--- config.mk ---
export PLATFORM = sky130hd
export DESIGN_NAME = gray_drain_engine
export DESIGN_NICKNAME = d
export VERILOG_FILES = /design/src/rtl/b2g_pkg.sv /design/src/rtl/gray2bin.sv /design/src/rtl/gray_drain_engine.sv
export SDC_FILE = /design/constraint.sdc
export NUM_CORES = 1
export LEC_CHECK = 0
export ABC_AREA = 1
export BUFFER_PORTS_ARGS = -buffer_cell sky130_fd_sc_hd__buf_4
export CAP_MARGIN = 40
export CORE_MARGIN = 2
export CORE_UTILIZATION = 55
export DETAILED_ROUTE_END_ITERATION = 8
export PLACE_DENSITY = 0.86
export SLEW_MARGIN = 10
export SYNTH_ARGS = -nofsm -noshare
export SYNTH_HDL_FRONTEND = slang
export SYNTH_SLANG_ARGS = --single-unit
--- constraint.sdc ---
create_clock -name clk -period 3 [get_ports clk]
set_clock_uncertainty 0.1 [all_clocks]
set_input_delay 0.15 -clock clk [delete_from_list [all_inputs] [get_ports clk]]
set_output_delay 0.15 -clock clk [all_outputs]
set_load 0.005 [all_outputs]
--- src/rtl/b2g_pkg.sv ---
// b2g_pkg: shared constants and types for the gray-FIFO drain engine.
//   Register map of the binary-to-gray FIFO block, status bit positions,
//   the clear command word, and the drain FSM state type.
package b2g_pkg;

   // FIFO block register addresses used by the engine
   localparam logic [1:0] ADDR_DATA = 2'd0;
   localparam logic [1:0] ADDR_STAT = 2'd3;

   // Status register bit positions
   localparam int unsigned ST_EMPTY = 0;
   localparam int unsigned ST_FULL  = 1;
   localparam int unsigned ST_OVF   = 2;
   localparam int unsigned ST_UNF   = 3;
   localparam int unsigned ST_CLR   = 4;

   // Written to the status register to flush the FIFO
   localparam logic [7:0] CLR_WORD = 8'h10;

   typedef enum logic [2:0] {
      IDLE  = 3'd0,
      POLL  = 3'd1,
      CHECK = 3'd2,
      WAIT  = 3'd3,
      POP   = 3'd4,
      OUT   = 3'd5,
      CLEAR = 3'd6
   } drain_state_t;

endpackage

--- src/rtl/gray2bin.sv ---
// gray2bin: combinational gray-code to binary converter (inverse of bin2gray).
//   gray : input  [DW-1:0]  gray-coded word
//   bin  : output [DW-1:0]  binary word; bin[i] = XOR of gray[DW-1:i]
module gray2bin #(
   parameter int unsigned DW = 8
) (
   input  logic [DW-1:0] gray,
   output logic [DW-1:0] bin
);

   // Running XOR from the MSB downward
   always_comb begin
      logic acc;
      acc = 1'b0;
      bin = '0;
      for (int unsigned i = DW; i > 0; i--) begin
         acc        = acc ^ gray[i-1];
         bin[i-1]   = acc;
      end
   end

endmodule

--- src/rtl/gray_drain_engine.sv ---
// gray_drain_engine: sole bus master of the binary-to-gray FIFO block.
//   Polls the status register, pops gray words while the FIFO is not empty,
//   converts them to binary and presents them on a valid/ready stream.
//   Also issues FIFO clear writes and keeps sticky error flags.
// Ports:
//   clk, rst_n          clock, asynchronous active-low reset
//   run                 1 = drain continuously, 0 = stop after current work
//   clr_req             one-cycle pulse requesting a FIFO clear
//   bus_enable/addr/write/read/wdata   registered bus request to the FIFO
//   bus_rdata, bus_resp                FIFO read data (same cycle) and error
//   m_data, m_valid, m_ready           binary output stream
//   ovf_seen, unf_seen, resp_err       sticky flags, cleared only by reset
//   drain_cnt                          words delivered, wrapping
module gray_drain_engine
   import b2g_pkg::*;
#(
   parameter int unsigned DW       = 8,
   parameter int unsigned POLL_GAP = 4,
   parameter int unsigned CNT_W    = 16
) (
   input  logic             clk,
   input  logic             rst_n,
   input  logic             run,
   input  logic             clr_req,
   output logic             bus_enable,
   output logic [1:0]       bus_addr,
   output logic             bus_write,
   output logic             bus_read,
   output logic [DW-1:0]    bus_wdata,
   input  logic [DW-1:0]    bus_rdata,
   input  logic             bus_resp,
   output logic [DW-1:0]    m_data,
   output logic             m_valid,
   input  logic             m_ready,
   output logic             ovf_seen,
   output logic             unf_seen,
   output logic             resp_err,
   output logic [CNT_W-1:0] drain_cnt
);

   localparam int unsigned GW = (POLL_GAP > 0) ? $clog2(POLL_GAP + 1) : 1;

   drain_state_t  state_q, state_d;
   logic [GW-1:0] gap_q, gap_d;
   logic          clr_pend_q;
   logic          stat_empty_q;
   logic [DW-1:0] bin_word;

   gray2bin #(.DW(DW)) u_gray2bin (
      .gray (bus_rdata),
      .bin  (bin_word)
   );

   always_comb begin
      state_d = state_q;
      gap_d   = gap_q;
      unique case (state_q)
         IDLE: begin
            if (clr_pend_q)   state_d = CLEAR;
            else if (run)     state_d = POLL;
         end
         POLL:  state_d = CHECK;
         CHECK: begin
            if (clr_pend_q)         state_d = CLEAR;
            else if (!stat_empty_q) state_d = POP;
            else if (POLL_GAP == 0) state_d = run ? POLL : IDLE;
            else begin
               state_d = WAIT;
               gap_d   = GW'(POLL_GAP);
            end
         end
         WAIT: begin
            if (clr_pend_q)       state_d = CLEAR;
            else if (gap_q == '0) state_d = run ? POLL : IDLE;
            else                  gap_d   = gap_q - GW'(1);
         end
         POP: state_d = OUT;
         OUT: begin
            if (m_valid && m_ready) state_d = run ? POLL : IDLE;
         end
         CLEAR:   state_d = IDLE;
         default: state_d = IDLE;
      endcase
   end

   // Bus outputs are registered from the next state so that the request is
   // on the bus for exactly the cycle the FSM spends in POLL/POP/CLEAR.
   always_ff @(posedge clk or negedge rst_n) begin
      if (!rst_n) begin
         state_q      <= IDLE;
         gap_q        <= '0;
         clr_pend_q   <= 1'b0;
         stat_empty_q <= 1'b0;
         bus_enable   <= 1'b0;
         bus_addr     <= '0;
         bus_write    <= 1'b0;
         bus_read     <= 1'b0;
         bus_wdata    <= '0;
         m_data       <= '0;
         m_valid      <= 1'b0;
         ovf_seen     <= 1'b0;
         unf_seen     <= 1'b0;
         resp_err     <= 1'b0;
         drain_cnt    <= '0;
      end else begin
         state_q    <= state_d;
         gap_q      <= gap_d;

         bus_enable <= (state_d == POLL) || (state_d == POP) || (state_d == CLEAR);
         bus_read   <= (state_d == POLL) || (state_d == POP);
         bus_write  <= (state_d == CLEAR);
         if (state_d == POP)                           bus_addr <= ADDR_DATA;
         else if (state_d == POLL || state_d == CLEAR) bus_addr <= ADDR_STAT;
         else                                          bus_addr <= '0;
         bus_wdata  <= (state_d == CLEAR) ? DW'(CLR_WORD) : '0;

         // A pulse arriving in the CLEAR cycle itself stays pending
         if (state_q == CLEAR) clr_pend_q <= clr_req;
         else                  clr_pend_q <= clr_pend_q | clr_req;

         if (state_q == POLL) begin
            stat_empty_q <= bus_rdata[ST_EMPTY];
            ovf_seen     <= ovf_seen | bus_rdata[ST_OVF];
            unf_seen     <= unf_seen | bus_rdata[ST_UNF];
         end

         if (bus_enable && bus_resp) resp_err <= 1'b1;

         if (state_q == POP) begin
            m_data  <= bin_word;
            m_valid <= 1'b1;
         end else if (m_valid && m_ready) begin
            m_valid   <= 1'b0;
            drain_cnt <= drain_cnt + CNT_W'(1);
         end
      end
   end

endmodule

==> results of run 1 <==
[cell usage after synthesis, drive strengths merged]
library cell	n	area share (%)
nand2	41	8.0
dfrtp	40	51
inv	27	5.2
nand3	25	6.9
nor2	17	5.0
xor2	10	4.5
buf	9	3.4
o21ai	7	1.8
nor3	6	2.6
a31oi	5	1.6
xnor2	5	2.2
a21oi	4	1.0
ha	3	1.9
nand4	3	1.3
a21o	2	0.77
nor4	2	0.96
o21bai	2	0.77
and3	1	0.32
clkbuf	1	0.19
conb	1	0.19
o22ai	1	0.32
[per-layer routing]
metal | vias to the layer above | part of all wire [%]
met2 | 45 | 48
met4 | 0 | 1.3
met1 | 715 | 46
li1 | 789 | -
met3 | 6 | 5.2
met5 | - | 0
[critical path: stages, from the launching register on]
cell and delay [ns]:
dfrtp_1 0.46, nor3_4 0.55, nor2_8 0.07, inv_2 0.11, nor2_4 0.04, nand3_2 0.09, nor2_4 0.05, nand2_2 0.10
nor3_2 0.06, xor2_1 0.14
[area by class of cell]
type                            instances  area, um2  share of cell area [%]
Clock buffer                            6       51.3                    2.10
Inverter                               27        101                    4.15
Sequential cell                        40       1000                    41.0
Multi-Input combinational cell        141        808                    33.1
Clock inverter                          2       10.0                   0.410
Tap cell                               46       57.6                    2.36
Timing Repair Buffer                   53        413                    16.9
[worst paths after layout]
kind	start	endpoint	slack, ns	depth (start not counted)
worst min register to register	resp_err	resp_err	0.37	1
worst min-delay path	bus_rdata[6]	m_data[6]	0.01	3
min in group asynchronous	rst_n	drain_cnt[0]	0.21	2
worst max-delay path	state_q[1]	drain_cnt[12]	1.13	9
max in group asynchronous	rst_n	drain_cnt[4]	2.26	2
worst max register to register	state_q[1]	drain_cnt[12]	1.13	9
[power groups by stage]
| stage | combinational (mW) | clock [mW] | sequential (mW) |
|---|---|---|---|
| 4_1_cts | 0.743 | 0.289 | 0.847 |
| 5_1_grt | 0.826 | 0.324 | 0.870 |
| 3_3_place_gp | 0.714 | 0 | 0.854 |
| 2_1_floorplan | 0.434 | 0 | 0.845 |
| 3_5_place_dp | 0.737 | 0 | 0.855 |
| 6_report | 0.734 | 0.280 | 0.847 |
[flip-flops by register name, indices dropped and copies added, names as in the netlist]
name,cells
m_data,8
state_q,3
bus_wdata,1
drain_cnt,16
ovf_seen,1
bus_addr,1
m_valid,1
unf_seen,1
gap_q,3
clr_pend_q,1
bus_enable,1
bus_read,1
resp_err,1
stat_empty_q,1
[kinds of logic (layout without fill, tap and decap cells)]
group	Yosys count	count (layout)
DFF	40	40
other	1	7
and+or+nand+nor	95	95
AOI/OAI and AO/OA	21	21
buffers and inverters	37	88
adders and majority gates	3	3
xor gates and xnor gates	15	15
[metrics by stage]
step           cell area, um2  setup slack (ns)  utilization [%]
6_report                 2440              1.13             72.1
5_1_grt                  2440             0.993             72.1
4_1_cts                  2440              1.11             72.1
3_5_place_dp             2320              1.12             68.5
3_3_place_gp             2320              1.17             68.5
2_1_floorplan            1980              1.43                -
==> flow_metrics.py, run 1 <==
metrics = {
    "pwr": {
        "ir_worst_vdd_mv": 0.494,
        "p_comb_share_pct": 39.4,
        "p_int_mw": 1.17,
        "powerDensity_mw_per_mm2": 762,
        "power.switching_mw": 0.690,
        "p_leak_nw": 1.29,
        "seqPwrFrac_pct": 45.5,
        "power.total_mw": 1.86,
        "p_clk_share_pct": 15.1,
        "sw_frac_of_total_pct": 37.1,
    },
    "yosys": {
        "ys_warn_count": 0,
        "yosys.area_share.adder_pct": 1.92,
        "synth_cells": 212,
        "synth_compound_area_share_pct": 6.26,
        "synth_area_mm2": 0.00196,
        "synth_simple_gate_area_share_pct": 25.0,
        "ys_types": 31,
        "ys_seq_elements": 40,
        "synth_top_family_by_area": "simple AND/OR/NAND/NOR gates",
        "muxShareOfSynthArea_pct": 0,
        "synth-xor-area-share_pct": 6.70,
        "synth_seq_area_share_pct": 51.1,
        "avgSynthCellArea_um2": 9.24,
    },
    "drt": {
        "drcViolationCount": 0,
        "num_vias": 1555,
        "drtIter0Drc": 83,
        "via_per_inst": 4.94,
        "drt-wirelength-per-cell_um": 11.3,
        "wl_mm": 3.57,
        "first_pass_iters": 4,
        "ant_nets": 0,
    },
    "layout": {
        "drive_gt1_share_pct": 26.0,
        "final_common_cell": "buf_4",
        "fillers": 259,
        "final_cell_mix": "buf_4 (47), nand2_1 (40), dfrtp_1 (40)",
        "stdcell_count": 315,
        "fin_nets": 285,
        "areaGrowthSynthToFinish_pct": 24.6,
        "antenna_cells": 0,
    },
    "clock_tree": {
        "htree_num_levels": 2,
        "cts-hold-fix-buffers": 6,
        "clockRootBuffer": "clkbuf_4",
        "clk_latency_ns": 0.34,
        "cts_tree": "built",
        "cts_buffer_depth": 2,
        "postCtsSetupBuffers": 0,
        "cts.sinks": 40,
        "cts.clk_slew.worst_paths_ns": 0.12,
        "numCtsBuffers": 5,
        "cts_resized": 0,
    },
    "critical_path": {
        "arrival_ns": 2.00,
        "critPathKind": "reg -> reg",
        "cp_max_fo": 13,
        "end_kind": "register",
        "worstSetupStartpointType": "register",
        "crit_required_ns": 3.12,
    },
    "die": {
        "coreArea_mm2": 0.00339,
        "die_width_um": 63.7,
        "io_pins": 55,
        "start_util_pct": 57.8,
        "die_h_um": 63.7,
        "num_rows": 21,
        "fp.dieArea_mm2": 0.00406,
    },
    "sta": {
        "min_period_over_period_pct": 62.4,
        "worst_slew_pin_slew_ns": 0.595,
        "tns_ns": 0,
        "period_minus_slack_ns": 1.87,
        "rsz0062_at_grt": "false",
        "max_freq_mhz": 534,
        "hold_violations": 0,
        "setup_viol": 0,
        "slew_violations": 0,
        "hold-worst-slack_ns": 0.0108,
        "maxSlewHeadroom_pct": 60.2,
    },
    "global_route": {
        "grt_use_total_pct": 19.9,
        "grt_pass1_wl_mm": 6.27,
        "grt_antenna_before_repair": 0,
        "gr-max-usage-layer": "met2",
        "grt_use_met1_pct": 25.5,
        "use_met3_pct": 5.18,
        "gr-total-overflow": 0,
        "grt_max_degree": 41,
        "first_global_vias": 1441,
        "grt_use_met2_pct": 32.8,
    },
    "flow_run": {
        "drv_cap": 0,
    },
    "place": {
        "placedCellCount": 301,
        "hpwl_mm": 2.73,
        "gp_congestion": 0.819,
        "io_buffer_count": 47,
    },
    "min_path": {
        "min_path_type": "in -> reg",
    },
    "run_status": {
        "status": "completed",
    },
}
Power figures use the tool's default switching activity.
==> inputs of run 2 (changes only) <==
- ABC_AREA: 1 -> 0
- CORE_UTILIZATION: 55 -> 51
- PLACE_DENSITY: 0.86 -> 0.81
- clock period: 3 -> 1.8 ns (I/O delays scaled with it)
==> run 2 against run 1 <==
Compared with the run above: clock power is 93% higher; flip-flop and latch count unchanged; sequential power increased by 68%; global-route usage decreased by 0.32 points; wire length is 3.8% higher; largest cell class unchanged; clock-buffer cell count did not move; synthesized area fell by 1.7%; cell area increased by 1.7%; power grew 79%; register-to-register slack got worse by 0.98 ns; first-iteration DRC count rose by 49%.
==> flow_metrics.py, run 2 <==
metrics = {
    "run_status": {
        "status": "completed",
    },
    "yosys": {
        "synth_edf_count": 0,
        "synth_top_family_by_area": "simple AND/OR/NAND/NOR gates",
        "synth_compound_area_share_pct": 8.32,
        "ys_types": 38,
        "synth_area_mm2": 0.00193,
        "avgSynthCellArea_um2": 10.6,
        "synthTopCellsByCount": "dfrtp_1 (40), nand2_1 (23), xnor2_1 (14), nand3_1 (11), nor2_1 (10)",
        "synth_cells": 182,
        "yosys.area_share.adder_pct": 1.95,
        "synth_simple_gate_area_share_pct": 17.5,
        "yosys.cell_count.top_type": "dfrtp_1",
        "ys_top_cells_by_area": "dfrtp_1 (52%), xnor2_1 (6.4%), nand2_1 (4.5%)",
        "ys_async_sr_fraction_pct": 100,
        "ys.flop_type": "dfrtp_1",
        "ys_seq_elements": 40,
        "ys_warn_count": 0,
        "synth_area_leader_cell": "dfrtp_1",
        "muxShareOfSynthArea_pct": 1.69,
        "synth_top_area_share_pct": 52.0,
        "synth_seq_area_share_pct": 52.0,
        "synth-xor-area-share_pct": 12.5,
    },
    "sta": {
        "min_period_over_period_pct": 93.7,
        "rsz0062_at_grt": "false",
        "slew_violations": 0,
        "period_minus_slack_ns": 1.69,
        "hold_violations": 0,
        "hold-worst-slack_ns": 0.0225,
        "max_freq_mhz": 593,
        "tns_ns": 0,
        "setup_viol": 0,
    },
    "place": {
        "placedCellCount": 274,
        "hpwl_mm": 2.69,
        "io_buffer_count": 47,
        "gp_congestion": 0.826,
    },
    "drt": {
        "drtIter0Drc": 124,
        "wl_mm": 3.71,
        "drcViolationCount": 0,
        "ant_nets": 0,
        "drt-wirelength-per-cell_um": 12.8,
        "num_vias": 1479,
        "first_pass_iters": 4,
        "via_per_inst": 5.10,
    },
    "layout": {
        "antenna_cells": 0,
        "stdcell_count": 290,
        "fillers": 295,
        "fin_nets": 259,
        "final_common_cell": "buf_4",
        "drive_gt1_share_pct": 26.9,
        "final_cell_mix": "buf_4 (54), dfrtp_1 (40), nand2_1 (23)",
        "multi_input_area_um2": 835,
        "top_register": "drain_cnt",
        "largest_register_ffs": 16,
        "reg_top3": "drain_cnt x16, m_data x8",
        "areaGrowthSynthToFinish_pct": 29.0,
        "regArea_mm2": 0.00100,
    },
    "global_route": {
        "grt_max_degree": 41,
        "grt_pass1_wl_mm": 6.31,
        "first_global_vias": 1346,
        "grt_use_total_pct": 19.6,
        "gr-total-overflow": 0,
        "grt_antenna_before_repair": 0,
    },
    "critical_path": {
        "cp_max_fo": 3,
        "cp_num_buf_inv": 2,
        "r2r_cells": 4,
        "crit_required_ns": 1.91,
        "rr_startpoint": "m_valid",
        "critPathTopFamily": "XOR/XNOR gates",
        "critPathSlowestCell": "dlygate4sd3_1",
        "critPathKind": "in -> reg",
        "r2r_slack_ns": 0.15,
        "slowest_delay_ns": 0.55,
        "crit_chain": "dlygate4sd3_1 > buf_4 > xor3_2 > xnor3_2 > xor2_1 > o21ai_1",
        "r2r-end": "drain_cnt[7]",
        "arrival_ns": 1.80,
        "worstSetupStartpointType": "input port",
        "end_kind": "register",
    },
    "clock_tree": {
        "cts_resized": 0,
        "postCtsSetupBuffers": 0,
        "htree_num_levels": 2,
        "cts_buffer_depth": 2,
        "cts_tree": "built",
        "numCtsBuffers": 5,
        "clockRootBuffer": "clkbuf_8",
        "cts.sinks": 40,
        "clk_latency_ns": 0.29,
        "cts.clk_slew.worst_paths_ns": 0.07,
    },
    "pwr": {
        "ir_worst_vdd_mv": 0.685,
        "p_leak_nw": 1.22,
        "powerDensity_mw_per_mm2": 1340,
        "power.total_mw": 3.33,
    },
    "min_path": {
        "hp-start": "bus_rdata[1]",
        "hold-path-cell-count": 3,
        "min_path_type": "in -> reg",
        "hold_path_end": "m_data[1]",
    },
    "die": {
        "io_pins": 55,
        "die_width_um": 65.4,
        "num_rows": 22,
        "die_h_um": 65.4,
        "coreArea_mm2": 0.00363,
        "start_util_pct": 53.0,
        "fp.dieArea_mm2": 0.00428,
    },
    "flow_run": {
        "drv_cap": 0,
    },
}
[run 2: changes by cell type after synthesis, sizes merged, moves of 3 or more]
cell	previous run	this run
o21ai	7	10
buf	9	12
nor3	6	2
inv	27	4
nand2	41	23
a21o	2	5
xnor2	5	14
nand3	25	11
clkbuf	1	4
nor2	17	10
nand2b	0	4
[run 2: tightest hold or removal path, stage by stage]
cell and delay (ns):
buf_4 0.09, xor2_1 0.06, o21ai_1 0.12
[run 2: logic make-up after synthesis]
kind of cell | Yosys count
simple gates | 66
other cells | 1
mux | 3
fa+ha+maj | 3
flops | 40
buf+inv | 20
compound gates | 25
xor+xnor | 24
[run 2: what timing repair did]
action	CTS	global route
endpoints found under the hold margin	48	0
endpoints found under the setup margin	0	2
hold buffers	9	0
[run 2: layout make-up]
class | instances | area share [%]
sequential | 40 | 40.3
clock buffer | 6 | 2.92
inverter | 4 | 0.605
clock inverter | 1 | 0.202
tap | 48 | 2.42
multi-input combinational | 128 | 33.6
timing repair buffer | 63 | 19.9
[run 2: worst max-delay path by stage]
stage	startpoint	end	cells after the start
floorplan	drain_cnt[0]	drain_cnt[10]	5
global placement	drain_cnt[0]	drain_cnt[10]	6
detailed placement	m_valid	drain_cnt[7]	4
CTS	bus_rdata[6]	m_data[1]	6
global route	drain_cnt[0]	drain_cnt[10]	6
finish	bus_rdata[6]	m_data[1]	6
[run 2: through the flow]
stage / cell area [um2] / util (%) / setup slack (ns)
6_report: 2480 / 68.4 / 0.114
5_1_grt: 2480 / 68.4 / 0.0389
4_1_cts: 2480 / 68.4 / 0.00802
3_5_place_dp: 2320 / 63.7 / 0.137
3_3_place_gp: 2320 / 63.7 / 0.196
2_1_floorplan: 1950 / - / 0.114
[run 2: routing by layer]
layer | global-route usage, % | wire length (um)
met2 | 32.3 | 1880
met5 | 0 | 0
met3 | 5.65 | 158
met4 | 5.47 | 35
met1 | 25.4 | 1630
[run 2: report_power, final]
| group | total [mW] | internal [mW] | switching, mW |
|---|---|---|---|
| logic | 1.37 | 0.718 | 0.654 |
| clock network | 0.540 | 0.263 | 0.277 |
| registers | 1.42 | 1.19 | 0.230 |
